**src/rtl/dmem_arbiter_if.sv**
```systemverilog
// Requester-side bundle for the data-memory arbiter: core port (c_*) and DMA/debug port (d_*).
// The slave modport is the arbiter's view. The master modport is the requesters' view.
interface dmem_arbiter_if #(
  parameter int DM_ADDRESS = 9,
  parameter int DATA_W     = 32
);
  logic                  c_req, c_we, c_gnt, c_rvalid, c_err;
  logic [DM_ADDRESS-1:0] c_addr;
  logic [DATA_W-1:0]     c_wdata, c_rdata;
  logic [2:0]            c_funct3;

  logic                  d_req, d_we, d_gnt, d_rvalid, d_err;
  logic [DM_ADDRESS-1:0] d_addr;
  logic [DATA_W-1:0]     d_wdata, d_rdata;
  logic [2:0]            d_funct3;

  modport slave (
    input  c_req, c_we, c_addr, c_wdata, c_funct3,
    output c_gnt, c_rvalid, c_rdata, c_err,
    input  d_req, d_we, d_addr, d_wdata, d_funct3,
    output d_gnt, d_rvalid, d_rdata, d_err
  );

  modport master (
    output c_req, c_we, c_addr, c_wdata, c_funct3,
    input  c_gnt, c_rvalid, c_rdata, c_err,
    output d_req, d_we, d_addr, d_wdata, d_funct3,
    input  d_gnt, d_rvalid, d_rdata, d_err
  );
endinterface

```
**src/rtl/dmem_arbiter.sv**
```systemverilog
// Two-port data-memory arbiter: the core has fixed priority, and a wait counter forces a DMA grant.
// It also checks access legality and returns a registered response one cycle after each grant.
module dmem_arbiter #(
  parameter int DM_ADDRESS = 9,
  parameter int DATA_W     = 32,
  parameter int MAX_WAIT   = 4
) (
  input  logic                  clk,
  input  logic                  reset,
  dmem_arbiter_if.slave         bus,
  output logic                  MemRead,
  output logic                  MemWrite,
  output logic [DM_ADDRESS-1:0] a,
  output logic [DATA_W-1:0]     wd,
  output logic [2:0]            Funct3,
  input  logic [DATA_W-1:0]     rd
);
  localparam int CW = $clog2(MAX_WAIT + 1);

  logic [CW-1:0]         wait_cnt_reg;
  logic                  force_d, c_gnt, d_gnt, gnt_any;
  logic [1:0]            gnt;
  logic                  we_sel, legal_sel;
  logic [DM_ADDRESS-1:0] addr_sel;
  logic [DATA_W-1:0]     wdata_sel;
  logic [2:0]            funct3_sel;

  function automatic logic legal_f(input logic we, input logic [2:0] f3, input logic [1:0] lo);
    logic ok;
    case (f3)
      3'b000:  ok = 1'b1;
      3'b001:  ok = !lo[0];
      3'b010:  ok = (lo == 2'b00);
      3'b100:  ok = !we;
      3'b101:  ok = !we && !lo[0];
      default: ok = 1'b0;
    endcase
    return ok;
  endfunction

  assign force_d = bus.d_req && (wait_cnt_reg == CW'(MAX_WAIT));
  assign d_gnt   = !reset && bus.d_req && (!bus.c_req || force_d);
  assign c_gnt   = !reset && bus.c_req && !d_gnt;
  assign gnt_any = c_gnt || d_gnt;
  assign gnt     = {d_gnt, c_gnt};

  assign bus.c_gnt = c_gnt;
  assign bus.d_gnt = d_gnt;

  // Only one port can be granted, so a single selected payload feeds memory and the response.
  assign we_sel     = d_gnt ? bus.d_we     : bus.c_we;
  assign addr_sel   = d_gnt ? bus.d_addr   : bus.c_addr;
  assign wdata_sel  = d_gnt ? bus.d_wdata  : bus.c_wdata;
  assign funct3_sel = d_gnt ? bus.d_funct3 : bus.c_funct3;
  assign legal_sel  = legal_f(we_sel, funct3_sel, addr_sel[1:0]);

  assign MemRead  = gnt_any && !we_sel && legal_sel;
  assign MemWrite = gnt_any &&  we_sel && legal_sel;
  assign a        = gnt_any ? addr_sel   : '0;
  assign wd       = gnt_any ? wdata_sel  : '0;
  assign Funct3   = gnt_any ? funct3_sel : 3'b000;

  always_ff @(posedge clk) begin
    if (reset)
      wait_cnt_reg <= '0;
    else if (!bus.d_req || d_gnt)
      wait_cnt_reg <= '0;
    else if (wait_cnt_reg != CW'(MAX_WAIT))
      wait_cnt_reg <= wait_cnt_reg + 1'b1;
  end

  for (genvar gi = 0; gi < 2; gi++) begin : g_port
    logic              rvalid_reg, err_reg;
    logic [DATA_W-1:0] rdata_reg;

    always_ff @(posedge clk) begin
      if (reset) begin
        rvalid_reg <= 1'b0;
        err_reg    <= 1'b0;
        rdata_reg  <= '0;
      end else begin
        rvalid_reg <= gnt[gi];
        err_reg    <= gnt[gi] && !legal_sel;
        rdata_reg  <= (gnt[gi] && legal_sel && !we_sel) ? rd : '0;
      end
    end
  end

  // Masking with reset drops a response that was registered in the cycle before reset rose.
  assign bus.c_rvalid = g_port[0].rvalid_reg && !reset;
  assign bus.c_err    = g_port[0].err_reg && !reset;
  assign bus.c_rdata  = reset ? '0 : g_port[0].rdata_reg;
  assign bus.d_rvalid = g_port[1].rvalid_reg && !reset;
  assign bus.d_err    = g_port[1].err_reg && !reset;
  assign bus.d_rdata  = reset ? '0 : g_port[1].rdata_reg;
endmodule
```
**src/flat_wrapper.sv**
```systemverilog
// flat-port wrapper written by rule: the top's interface ports become plain ports
module dmem_arbiter_flat 
#(
  parameter int DM_ADDRESS = 9,
  parameter int DATA_W     = 32,
  parameter int MAX_WAIT   = 4
)
  (clk, reset, MemRead, MemWrite, a, wd, Funct3, rd, bus_c_req, bus_c_we, bus_c_addr, bus_c_wdata, bus_c_funct3, bus_c_gnt, bus_c_rvalid, bus_c_rdata, bus_c_err, bus_d_req, bus_d_we, bus_d_addr, bus_d_wdata, bus_d_funct3, bus_d_gnt, bus_d_rvalid, bus_d_rdata, bus_d_err);
  dmem_arbiter_if #(.DM_ADDRESS(DM_ADDRESS), .DATA_W(DATA_W)) bus_i ();
  input  logic clk;
  input  logic reset;
  output logic MemRead;
  output logic MemWrite;
  output logic [DM_ADDRESS-1:0] a;
  output logic [DATA_W-1:0] wd;
  output logic [2:0] Funct3;
  input  logic [DATA_W-1:0] rd;
  input wire logic [$bits(bus_i.c_req)-1:0] bus_c_req;
  input wire logic [$bits(bus_i.c_we)-1:0] bus_c_we;
  input wire logic [$bits(bus_i.c_addr)-1:0] bus_c_addr;
  input wire logic [$bits(bus_i.c_wdata)-1:0] bus_c_wdata;
  input wire logic [$bits(bus_i.c_funct3)-1:0] bus_c_funct3;
  output wire logic [$bits(bus_i.c_gnt)-1:0] bus_c_gnt;
  output wire logic [$bits(bus_i.c_rvalid)-1:0] bus_c_rvalid;
  output wire logic [$bits(bus_i.c_rdata)-1:0] bus_c_rdata;
  output wire logic [$bits(bus_i.c_err)-1:0] bus_c_err;
  input wire logic [$bits(bus_i.d_req)-1:0] bus_d_req;
  input wire logic [$bits(bus_i.d_we)-1:0] bus_d_we;
  input wire logic [$bits(bus_i.d_addr)-1:0] bus_d_addr;
  input wire logic [$bits(bus_i.d_wdata)-1:0] bus_d_wdata;
  input wire logic [$bits(bus_i.d_funct3)-1:0] bus_d_funct3;
  output wire logic [$bits(bus_i.d_gnt)-1:0] bus_d_gnt;
  output wire logic [$bits(bus_i.d_rvalid)-1:0] bus_d_rvalid;
  output wire logic [$bits(bus_i.d_rdata)-1:0] bus_d_rdata;
  output wire logic [$bits(bus_i.d_err)-1:0] bus_d_err;
  assign bus_i.c_req = bus_c_req;
  assign bus_i.c_we = bus_c_we;
  assign bus_i.c_addr = bus_c_addr;
  assign bus_i.c_wdata = bus_c_wdata;
  assign bus_i.c_funct3 = bus_c_funct3;
  assign bus_c_gnt = bus_i.c_gnt;
  assign bus_c_rvalid = bus_i.c_rvalid;
  assign bus_c_rdata = bus_i.c_rdata;
  assign bus_c_err = bus_i.c_err;
  assign bus_i.d_req = bus_d_req;
  assign bus_i.d_we = bus_d_we;
  assign bus_i.d_addr = bus_d_addr;
  assign bus_i.d_wdata = bus_d_wdata;
  assign bus_i.d_funct3 = bus_d_funct3;
  assign bus_d_gnt = bus_i.d_gnt;
  assign bus_d_rvalid = bus_i.d_rvalid;
  assign bus_d_rdata = bus_i.d_rdata;
  assign bus_d_err = bus_i.d_err;
  dmem_arbiter #(.DM_ADDRESS(DM_ADDRESS), .DATA_W(DATA_W), .MAX_WAIT(MAX_WAIT)) u_core (.clk(clk), .reset(reset), .bus(bus_i), .MemRead(MemRead), .MemWrite(MemWrite), .a(a), .wd(wd), .Funct3(Funct3), .rd(rd));
endmodule
```
**config.mk**
```make
export PLATFORM = sky130hd
export DESIGN_NAME = dmem_arbiter_flat
export DESIGN_NICKNAME = d
export VERILOG_FILES = /design/src/rtl/dmem_arbiter_if.sv /design/src/rtl/dmem_arbiter.sv /design/src/flat_wrapper.sv
export SDC_FILE = /design/constraint.sdc
export NUM_CORES = 1
export LEC_CHECK = 0
export CAP_MARGIN = 20
export CORE_MARGIN = 2
export CORE_UTILIZATION = 38
export CTS_BUF_LIST = sky130_fd_sc_hd__clkbuf_4 sky130_fd_sc_hd__clkbuf_8
export DETAILED_ROUTE_END_ITERATION = 7
export HOLD_SLACK_MARGIN = 0.05
export PLACE_DENSITY = 0.91
export SYNTH_ARGS = -nofsm -noshare
export SYNTH_HDL_FRONTEND = slang
export SYNTH_SLANG_ARGS = --single-unit
```
**constraint.sdc**
```tcl
create_clock -name clk -period 4.3 [get_ports clk]
set_clock_uncertainty 0.1 [all_clocks]
set_input_delay 0.86 -clock clk [delete_from_list [all_inputs] [get_ports clk]]
set_output_delay 0.86 -clock clk [all_outputs]
set_load 0.02 [all_outputs]
```
==> results of run 1 <==
[power groups by stage]
stage	Clock (W)	Sequential, W	Combinational, W
5_1_grt	0.000616	0.000671	0.000346
6_report	0.000581	0.000670	0.000323
4_1_cts	0.000589	0.000670	0.000325
3_3_place_gp	0	0.000685	0.000318
2_1_floorplan	0	0.000684	0.000119
3_5_place_dp	0	0.000685	0.000322
[cell usage after synthesis (3+ instances only)]
master    count
dfxtp_1      71
inv_1         3
clkbuf_1     14
nor2_1        5
nand2_1      93
buf_6         3
buf_2         4
nand3_1      45
buf_1         8
nor4_1        3
nor2b_1      69
and2_1       64
[worst min path at each step]
stage,start,endpoint,cells past startpoint
final,u_core.wait_cnt_reg[0]$_SDFFE_PP0P_,u_core.wait_cnt_reg[0]$_SDFFE_PP0P_,1
after global placement,u_core.wait_cnt_reg[0]$_SDFFE_PP0P_,u_core.wait_cnt_reg[0]$_SDFFE_PP0P_,1
after global routing,u_core.wait_cnt_reg[0]$_SDFFE_PP0P_,u_core.wait_cnt_reg[0]$_SDFFE_PP0P_,1
after detailed placement,u_core.wait_cnt_reg[0]$_SDFFE_PP0P_,u_core.wait_cnt_reg[0]$_SDFFE_PP0P_,1
after floorplan,u_core.wait_cnt_reg[0]$_SDFFE_PP0P_,u_core.wait_cnt_reg[0]$_SDFFE_PP0P_,1
after CTS,u_core.wait_cnt_reg[0]$_SDFFE_PP0P_,u_core.wait_cnt_reg[0]$_SDFFE_PP0P_,1
[cell families (layout without fill, tap and decap cells)]
kind of cell / count (synthesis) / in the layout / share of synthesized area [%]
buffers and inverters: 33 / 269 / 4.67
multiplexers: 1 / 1 / 0.309
adder cells (fa/ha/maj): 2 / 2 / 0.771
AO/OA/AOI/OAI: 12 / 12 / 3.51
flip-flops: 71 / 71 / 43.8
AND/OR/NAND/NOR: 290 / 290 / 46.9
[stage by stage]
stage	worst slack, ns	cell area (um2)
after floorplan	0.949	3240
after global placement	0.195	5730
after detailed placement	0.175	5730
after CTS	0.182	5950
after global routing	0.120	5950
final	0.220	5950
[worst max-delay path: stages]
cell	delay, ns
clkdlybuf4s50_1	0.48
or3_1	0.38
o21ai_0	0.25
nor2_1	0.10
nor4_1	0.35
clkdlybuf4s50_1	0.70
[metal layers]
metal	vias to the layer above	routed length (um)	global-route usage (%)
met4	0	140	6.57
met2	160	5820	41.8
li1	1757	-	-
met5	-	0	0
met1	1615	4180	23.4
met3	16	1450	11.2
[cell type report]
| cell class | instances | area share [%] |
|---|---|---|
| clock inverter | 6 | 1.58 |
| tap | 105 | 2.21 |
| multi-input combinational | 305 | 28.1 |
| inverter | 4 | 0.253 |
| timing repair buffer | 250 | 41.8 |
| clock buffer | 9 | 2.08 |
| sequential | 71 | 23.9 |
==> out/metrics.cfg, run 1 <==
[cells_and_area]
fillers=592
regArea_um2=1420
final_cell_mix=clkdlybuf4s50_1 (240), nand2_1 (93), dfxtp_1 (71)
mostFrequentLayoutCell=clkdlybuf4s50_1
instances_no_fill=750
post-route-util_pct=72.0
multi_input_area_um2=1670
area_growth_pct=83.3
largest_register_ffs=64
layout.nets=769
antennaDiodeCount=0
drive_gt1_share_pct=4.96

[routing]
vias_per_cell=4.73
antenna_left=0
first_pass_iters=4
num_vias=3548
routed_wl_mm=11.6
drcViolationCount=0
drt_iter0_markers=97
avgRoutedWirePerCell_um=15.4

[setup_path]
reg2regPathDepth=9
cp.arrival_ns=3.12
critPathKind=input pin to output pin
worst_r2r_startpoint=u_core.wait_cnt_reg[0]$_SDFFE_PP0P_
critPathMaxFanout=4
required_ns=3.34
cp-startpoint=bus_c_funct3[0]
r2r_end=u_core.g_port[0].rdata_reg[11]$_SDFF_PP0_
crit_end=MemRead
r2r_slack_ns=1.85
startpoint_type=input pin
critPathCaptureType=output pin

[run]
max_cap_violations=0

[yosys]
synthTopCellsByArea=dfxtp_1 (44%), nor2b_1 (13%), and2_1 (12%)
synthCells=409
ys_types=35
yosysSeqAreaShare_pct=43.8
synth_top_area_share_pct=43.8
synth_async_sr_flop_share_pct=0
synth_area_leader_cell=dfxtp_1
synth_area_um2=3240
ys_ff_latch=71
avgSynthCellArea_um2=7.93
syn_nets=537
synth_flop_cell=dfxtp_1
synth_edf_count=0
yosys_warnings=0

[clock_network]
clk_latency_ns=0.34
clk_pin_slew_ns=0.08
root_buffer=clkbuf_8
numCtsBuffers=9
clock_sinks=71
ctsHoldBuffers=0
clk_path_buf_depth=2
cts_setup_buffers=0
cts_tree=yes
h-tree-depth=3
cts.repair.resized=0

[pwr]
p_switching_w=0.000393
power_frac_clock_pct=36.9
power.density_nw_per_um2=265
seq_power_share_pct=42.6
swShare_pct=25.0
leakage_nw=2.44
combinationalPowerShare_pct=20.5
max-vdd-ir-drop_v=0.000322
power.total_w=0.00157
internal_power_w=0.00118

[timing]
period_needed_ns=4.08
drv_slew=0
rsz0062_at_grt=no
fin_setup_tns_ns=0
holdWs_ns=0.371
fmax_mhz=245
setup_viol=0
slew_headroom_pct=68.1
post-route-period-util_pct=94.9
tightest_slew_ns=0.478
finalHoldViolCount=0

[place]
portBuffers=241
routabilityCongestion=0.797
dp_cells=735
place_hpwl_mm=8.81

[die]
die_area_um2=9290
die_x_um=96.4
ios=242
fp.coreArea_um2=8260
die_y_um=96.4
rows=33
initial_core_util_pct=39.3

[hold_path]
hp-class=register to register

[global_routing]
grtUsageTotal_pct=23.1
grt-ovfl-total=0
antenna_found_initial=0
grt_start_max_net_pins=51
grt_pass1_wl_mm=16.4
grt_pass1_vias=3342

[status]
status=finished clean

Power figures use the tool's default switching activity.
==> inputs of run 2 (changes only) <==
--- a/config.mk
+++ b/config.mk
@@ -12,6 +12,7 @@
 export DETAILED_ROUTE_END_ITERATION = 7
 export HOLD_SLACK_MARGIN = 0.05
 export PLACE_DENSITY = 0.91
+export RECOVER_POWER = 50
 export SYNTH_ARGS = -nofsm -noshare
 export SYNTH_HDL_FRONTEND = slang
 export SYNTH_SLANG_ARGS = --single-unit
==> run 2 against run 1 <==
Against the previous run: clock-buffer cell count stayed put; sequential power hardly changed; first-iteration DRC count did not move; clock power about the same; register-to-register slack lost 0.76 ns; core utilization is 0.45 points lower; final cell count is 0.13% higher; global-route usage is the same; die area unchanged; fmax is 0.13% higher; combinational power decreased by 2%; highest routed layer unchanged.
==> out/metrics.cfg, run 2 (synthesized netlist as in run 1, its figures left out) <==
[cells_and_area]
largest_register_ffs=64  ; unchanged
final_cell_mix=clkdlybuf4s50_1 (217), nand2_1 (93), dfxtp_1 (71)
layout.nets=769  ; unchanged
fillers=603  ; +1.9%
post-route-util_pct=71.5  ; -0.45 points
mostFrequentLayoutCell=clkdlybuf4s50_1
drive_gt1_share_pct=4.03  ; -0.93 points
area_growth_pct=82.2

[timing]
drv_slew=0  ; unchanged
fmax_mhz=245  ; +0.13%
fin_setup_tns_ns=0  ; unchanged
tightest_slew_ns=1.24  ; +0.758 ns
post-route-period-util_pct=94.8  ; -0.13 points
holdWs_ns=0.372  ; +0.00119 ns
slew_headroom_pct=17.6  ; -51 points
finalHoldViolCount=0  ; unchanged
setup_viol=0  ; unchanged
period_needed_ns=4.07  ; -0.00541 ns
rsz0062_at_grt=no

[routing]
routed_wl_mm=11.6  ; +0.45%
num_vias=3581  ; +0.93%
drt_iter0_markers=97  ; unchanged
vias_per_cell=4.77  ; +0.80%
drcViolationCount=0  ; unchanged
avgRoutedWirePerCell_um=15.5  ; +0.32%
antenna_left=0  ; unchanged
first_pass_iters=4  ; unchanged

[die]
die_area_um2=9290  ; unchanged
initial_core_util_pct=39.3  ; unchanged
rows=33  ; unchanged
fp.coreArea_um2=8260  ; unchanged
die_y_um=96.4  ; unchanged
die_x_um=96.4  ; unchanged
ios=242  ; unchanged

[place]
place_hpwl_mm=8.81  ; unchanged
portBuffers=241  ; unchanged
routabilityCongestion=0.797  ; unchanged

[hold_path]
hp-class=register to register
hold_path_depth=1  ; unchanged
hold_end=u_core.wait_cnt_reg[0]$_SDFFE_PP0P_
hp-start=u_core.wait_cnt_reg[0]$_SDFFE_PP0P_

[clock_network]
h-tree-depth=3  ; unchanged
clk_latency_ns=0.33  ; about the same
root_buffer=clkbuf_8
ctsHoldBuffers=0  ; unchanged
clk_path_buf_depth=2  ; unchanged
cts_tree=yes
clk_pin_slew_ns=0.08  ; about the same
clock_sinks=71  ; unchanged
cts.repair.resized=0  ; unchanged
numCtsBuffers=9  ; unchanged
cts_setup_buffers=0  ; unchanged

[setup_path]
critPathCaptureType=output pin
required_ns=3.34  ; about the same
worst_r2r_startpoint=u_core.wait_cnt_reg[0]$_SDFFE_PP0P_
r2r_end=u_core.g_port[0].rdata_reg[11]$_SDFF_PP0_
cp.arrival_ns=3.11  ; about the same
startpoint_type=input pin
critPathKind=input pin to output pin
r2r_slack_ns=1.09  ; -0.76 ns
reg2regPathDepth=9  ; unchanged
critPathMaxFanout=6  ; +2

[global_routing]
grtUsageTotal_pct=23.1  ; unchanged
antenna_found_initial=1  ; +1
grt-ovfl-total=0  ; unchanged
grt_pass1_vias=3342  ; unchanged
grt_pass1_wl_mm=16.4  ; unchanged
grt_start_max_net_pins=51  ; unchanged

[pwr]
power.density_nw_per_um2=265  ; +0.23%
leakage_nw=2.47  ; +1.4%
max-vdd-ir-drop_v=0.000321  ; -0.46%

[status]
status=finished clean

[run]
max_cap_violations=0  ; unchanged

-- run 2: cell types whose count changed in the layout (fill, tap and decap cells not counted), moves of 2 or more --
cell and change:
clkdlybuf4s50_1 -23, and2_1 -24, dlygate4sd3_1 +23, clkbuf_2 +2
and2_0 +24, buf_4 -4, clkbuf_1 +2
-- run 2: layout make-up --
cell class | instances | area, um2 | share of cell area (%)
tap | 105 | 131 | 2.22
inverter | 4 | 15.0 | 0.254
antenna | 1 | 2.50 | 0.0424
sequential | 71 | 1420 | 24.1
multi-input combinational | 305 | 1650 | 27.8
clock buffer | 9 | 124 | 2.10
clock inverter | 6 | 93.8 | 1.59
timing repair buffer | 250 | 2470 | 41.9
-- run 2: worst max-delay path, stage by stage --
cell             delay, ns
dlygate4sd3_1         0.64
a21bo_2               0.27
nand2b_1              0.14
nor3_1                0.10
nor4_1                0.41
clkdlybuf4s50_1       0.70
-- run 2: how the worst max path moves through the flow --
stage / from / end / cells after the start
floorplan: reset / MemWrite / 7
global placement: bus_c_addr[1] / MemWrite / 6
detailed placement: bus_c_funct3[0] / MemRead / 6
CTS: bus_c_funct3[0] / MemRead / 6
global route: bus_c_req / a[5] / 6
finish: bus_c_req / MemRead / 6
-- run 2: where the power goes --
group	switching [W]	internal, W	total [W]
clock network	0.000251	0.000328	0.000579
logic	0.000137	0.000182	0.000318
registers	0.00000238	0.000668	0.000670
-- run 2: per-stage QoR --
stage | instance area, um2 | total power, W | std cells | setup slack (ns)
floorplan | 3240 | 0.000803 | 409 | 0.949
global placement | 5730 | 0.00100 | 735 | 0.195
detailed placement | 5730 | 0.00101 | 735 | 0.175
CTS | 5950 | 0.00158 | 750 | 0.182
global route | 5910 | 0.00163 | 751 | 0.0808
finish | 5910 | 0.00157 | 751 | 0.225
-- run 2: layer usage --
metal | GRT usage, % | vias up | wire, um
met5 | 0 | - | 0
met4 | 6.57 | 0 | 126
met1 | 23.4 | 1633 | 4150
li1 | - | 1762 | -
met3 | 11.2 | 14 | 1470
met2 | 41.8 | 172 | 5890
==> inputs of run 3 (changes only) <==
--- a/config.mk
+++ b/config.mk
@@ -10,6 +10,7 @@
 export CORE_UTILIZATION = 38
 export CTS_BUF_LIST = sky130_fd_sc_hd__clkbuf_4 sky130_fd_sc_hd__clkbuf_8
 export DETAILED_ROUTE_END_ITERATION = 7
+export GPL_ROUTABILITY_DRIVEN = 0
 export HOLD_SLACK_MARGIN = 0.05
 export PLACE_DENSITY = 0.91
 export RECOVER_POWER = 50
==> results of run 3 <==
No change in the layout: final DEF, timing and power equal those of run 2.
